**src/rtl/seq_mag_comp_pkg.sv**
```systemverilog
// Shared types and constants for the bit-serial magnitude comparator.
// Result encoding is {lt, eq, gt}.
package seq_mag_comp_pkg;

    typedef enum logic [1:0] {
        IDLE = 2'd0,
        RUN  = 2'd1,
        DONE = 2'd2
    } state_t;

    localparam logic [2:0] RES_LT   = 3'b100;
    localparam logic [2:0] RES_EQ   = 3'b010;
    localparam logic [2:0] RES_GT   = 3'b001;
    localparam logic [2:0] RES_NONE = 3'b000;

    // Encode a single-bit comparison into the {lt, eq, gt} form.
    function automatic logic [2:0] encode_res(input logic is_lt, input logic is_gt);
        if (is_gt) begin
            return RES_GT;
        end else if (is_lt) begin
            return RES_LT;
        end
        return RES_EQ;
    endfunction

endpackage

```
**src/rtl/seq_mag_comp_bit_comp_cell.sv**
```systemverilog
// Combinational one-bit magnitude compare cell.
module bit_comp_cell (
    input  logic a_bit,
    input  logic b_bit,
    output logic lt,
    output logic eq,
    output logic gt
);

    assign lt = ~a_bit & b_bit;
    assign gt = a_bit & ~b_bit;
    assign eq = ~(a_bit ^ b_bit);

endmodule

```
**src/rtl/seq_mag_comp.sv**
```systemverilog
// Bit-serial MSB-first magnitude comparator (IDLE -> RUN -> DONE).
// Optional SEQ_MAG_COMP_EARLY_EXIT_EN ends RUN at the first differing bit.
module seq_mag_comp
    import seq_mag_comp_pkg::*;
#(
    parameter int WIDTH = 8
) (
    input  logic             clk,
    input  logic             rst,
    input  logic             en,
    input  logic             start,
    input  logic [WIDTH-1:0] a,
    input  logic [WIDTH-1:0] b,
    output logic             busy,
    output logic             done,
    output logic             lt,
    output logic             eq,
    output logic             gt
);

    localparam int CW = $clog2(WIDTH + 1);

    // Handshake: start is accepted only in IDLE with en=1; busy is high while
    // the comparison runs; done pulses for one cycle with lt/eq/gt valid, and
    // those outputs hold until the next accepted start.
    state_t           state;
    state_t           state_nxt;
    logic [WIDTH-1:0] sh_a;
    logic [WIDTH-1:0] sh_b;
    logic [CW-1:0]    cnt;
    logic             diff_found;
    logic [2:0]       diff_res;
    logic [2:0]       res;

    logic cell_lt;
    logic cell_eq;
    logic cell_gt;

    bit_comp_cell u_cell (
        .a_bit (sh_a[WIDTH-1]),
        .b_bit (sh_b[WIDTH-1]),
        .lt    (cell_lt),
        .eq    (cell_eq),
        .gt    (cell_gt)
    );

    logic       accept;
    logic       step;
    logic       last_bit;
    logic       finish;
    logic [2:0] cell_res;
    logic [2:0] final_res;

    assign accept   = (state == IDLE) && en && start;
    assign step     = (state == RUN) && en;
    assign last_bit = step && (cnt <= CW'(1));
    assign cell_res = encode_res(cell_lt, cell_gt);
    // The bit seen on the finishing edge counts if nothing was latched earlier.
    assign final_res = diff_found ? diff_res : cell_res;

`ifdef SEQ_MAG_COMP_EARLY_EXIT_EN
    assign finish = last_bit || (step && !cell_eq);
`else
    assign finish = last_bit;
`endif

    always_ff @(posedge clk) begin
        if (rst) begin
            state <= IDLE;
        end else begin
            state <= state_nxt;
        end
    end

    always_comb begin
        state_nxt = state;
        case (state)
            IDLE:    if (accept) state_nxt = RUN;
            RUN:     if (finish) state_nxt = DONE;
            DONE:    state_nxt = IDLE;
            default: state_nxt = IDLE;
        endcase
    end

    always_ff @(posedge clk) begin
        if (rst) begin
            sh_a       <= '0;
            sh_b       <= '0;
            cnt        <= '0;
            diff_found <= 1'b0;
            diff_res   <= RES_NONE;
            res        <= RES_NONE;
        end else if (accept) begin
            sh_a       <= a;
            sh_b       <= b;
            cnt        <= CW'(WIDTH);
            diff_found <= 1'b0;
            diff_res   <= RES_NONE;
            res        <= RES_NONE;
        end else if (step) begin
            sh_a <= {sh_a[WIDTH-2:0], 1'b0};
            sh_b <= {sh_b[WIDTH-2:0], 1'b0};
            if (cnt != '0) begin
                cnt <= cnt - CW'(1);
            end
            if (!diff_found && !cell_eq) begin
                diff_found <= 1'b1;
                diff_res   <= cell_res;
            end
            if (finish) begin
                res <= final_res;
            end
        end
    end

    assign busy         = (state == RUN);
    assign done         = (state == DONE);
    assign {lt, eq, gt} = res;

endmodule

```
**config.mk**
```make
export PLATFORM = sky130hd
export DESIGN_NAME = seq_mag_comp
export DESIGN_NICKNAME = d
export VERILOG_FILES = /design/src/rtl/seq_mag_comp_pkg.sv /design/src/rtl/seq_mag_comp_bit_comp_cell.sv /design/src/rtl/seq_mag_comp.sv
export SDC_FILE = /design/constraint.sdc
export NUM_CORES = 1
export LEC_CHECK = 0
export ABC_AREA = 1
export CAP_MARGIN = 20
export CORE_ASPECT_RATIO = 0.8
export CORE_MARGIN = 5
export CORE_UTILIZATION = 50
export DETAILED_ROUTE_END_ITERATION = 10
export PLACE_DENSITY = 0.73
export SLEW_MARGIN = 20
export SYNTH_ARGS = -nofsm -noshare
export SYNTH_HDL_FRONTEND = slang
export SYNTH_SLANG_ARGS = --single-unit
```
**constraint.sdc**
```tcl
create_clock -name clk -period 3.3 [get_ports clk]
set_clock_uncertainty 0.2 [all_clocks]
set_input_delay 0.66 -clock clk [delete_from_list [all_inputs] [get_ports clk]]
set_output_delay 0.66 -clock clk [all_outputs]
set_load 0.005 [all_outputs]
```
==> reports/metrics.yaml <==
outcome: "complete, no violations"
grt_pass1_vias: 1208
ios: 25
diodes: 0
fin_util_pct: 62.8
initial_core_util_pct: 51.5
r2r_start: "state[1]"
timing.critical_path.to: "done"
async_flop_share_pct: 0
cpMaxStageDelayCell: "clkdlybuf4s50_1"
timing.slew.headroom_pct: 64.2
synth_seq_area_share_pct: 41.4
cp_max_fo: 3
htreeDepth: 2
dp_hpwl_mm: 2.19
final_layout_size_suffix_gt1_share_pct: 12.6
yosys_warnings: 0
startpoint: "state[1]"
insertion_delay_ns: 0.33
avgSynthCellArea_sq_um: 7.23
synth_top_cell_by_area: "dfxtp_1"
drt-pass1-iter-count: 5
place.gp.congestion: 0.888
synth_seq_cells: 29
setup_viol: 0
antenna_left: 0
hp-class: "reg2reg"
overflow: 0
p_per_area_mw_per_mm2: 402
fin_nets: 246
vias_per_cell: 4.89
worstSetupPathType: "reg2out"
grt_use_total_pct: 16.2
grt_pass1_wl_mm: 5.09
seqCellArea_sq_um: 581
cp.required_ns: 2.44
maxCapViolCount: 0
synth_flop_cell: "dfxtp_1"
power_uw: 688
syn-num-nets: 219
hold_viol: 0
cp.arrival_ns: 1.50
route.met3.wl_microns: 172
routed_wl_mm: 2.96
die_w_microns: 69.2
layout_min_cycle_time_ns: 2.36
post_cts_buffers: 0
ir_worst_vdd_mv: 0.251
fin_setup_tns_ns: 0
num_vias: 1272
worst_pin_slew_ns: 0.536
placed_cell_area_sq_mm: 0.00166
die_h_microns: 57.4
drv_slew: 0
design_area_sq_mm: 0.00171
core-area_sq_mm: 0.00272
fillers: 273
met1_length_mm: 1.32
syn-cell-area_sq_mm: 0.00140
yosysTopAreaCellShare_pct: 41.4
top_layer: "met4"
rsz0062_at_grt: "no"
drtIter0Drc: 60
yosysMostFrequentCell: "nand2_1"
critPathCaptureType: "primary output"
ys_types: 24
power_leakage_nw: 0.735
synthTopCellsByArea: "dfxtp_1 (41%), nand2_1 (17%), nor2_1 (6.4%)"
cts_sinks: 29
dr_wl_met2_mm: 1.42
min_period_over_period_pct: 71.5
portBuffers: 24
cp-start-kind: "flop"
dieArea_sq_mm: 0.00397
synth_edf_count: 0
timing.fmax_ghz: 0.424
r2r_setup_slack_ns: 1.62
synth_commonest_cells: "nand2_1 (62), dfxtp_1 (29), nor2_1 (24)"
r2r-end: "diff_res[1]"
cts_tree: "yes"
clk_pin_slew_ns: 0.09
antenna_found_initial: 0
ctsResizeCount: 0
r2r_cells: 4
wl_per_cell_microns: 11.4
hold_buffers: 0
area_delta_synth_final_pct: 21.9
numCtsBuffers: 5
cp_cell_sequence: "inv_2, nor2_1, clkdlybuf4s50_1"
cpPeakStageDelay_ns: 0.52
grt_start_max_net_pins: 21
multiInputGateArea_sq_um: 701
row_count: 17
syn_inst: 194
cts_buffer_depth: 2
route.detailed.drc: 0
cts-root-buf: "clkbuf_4"
==> registers in the layout, indices dropped and copies added (netlist names) <==
name and flops:
diff_res 3, sh_b 8, res 3, diff_found 1
sh_a 8, state 2, cnt 4
==> worst max-delay path, delay by kind of cell, from the launching register on <==
kind                   cells  cell delay (ns)
flip-flops                 1             0.47
buffers and inverters      2             0.60
AND/OR/NAND/NOR            1             0.10
==> power by group <==
part | internal, mW | total (mW) | switching [mW]
Combinational | 0.0502 | 0.109 | 0.0586
Sequential | 0.365 | 0.376 | 0.0109
Clock | 0.0809 | 0.203 | 0.122
==> metal layers <==
layer	global-route usage, %	vias to the layer above
li1	-	666
met1	18.5	565
met2	26.0	32
met3	7.39	9
met4	7.52	0
met5	0	-
==> cell usage in the layout (no fill, tap or decap), drive strengths merged <==
master          n
a21oi          24
buf             2
clkbuf          6
clkdlybuf4s50  24
clkinv          2
dfxtp          29
ha              5
inv            19
nand2          65
nand3           6
nand4           2
nor2           26
nor3            3
o21ai           9
==> how the worst min path moves through the flow <==
stage	cells after the start	startpoint	slack (ns)	endpoint
detailed placement	2	diff_res[1]	0.25	diff_res[1]
floorplan	2	diff_res[1]	0.22	diff_res[1]
global placement	2	diff_res[1]	0.25	diff_res[1]
finish	2	sh_b[6]	0.27	sh_b[6]
CTS	2	diff_res[1]	0.26	diff_res[1]
global route	2	sh_a[0]	0.29	sh_a[0]
==> stage by stage <==
step,hold WS (ns),cells,setup WS (ns)
2_1_floorplan,0.224,194,1.68
3_3_place_gp,0.245,252,0.765
3_5_place_dp,0.249,252,0.731
4_1_cts,0.263,260,0.924
5_1_grt,0.295,260,0.844
6_report,0.268,260,0.939
==> kinds of logic (layout without fill, tap and decap cells) <==
group	count (synthesis)	in the layout	synth area share, %
and+or+nand+nor	102	102	31.3
adders and majority gates	5	5	4.46
AOI/OAI and AO/OA	33	33	14.2
DFF	29	29	41.4
buffers and inverters	25	53	8.65
==> layout make-up <==
type,count,area share (%)
Multi-Input combinational cell,140,41.0
Inverter,19,4.32
Tap cell,38,2.78
Timing Repair Buffer,26,14.9
Clock inverter,2,0.586
Clock buffer,6,2.42
Sequential cell,29,34.0
No activity file was read; power rests on OpenSTA's default activity.
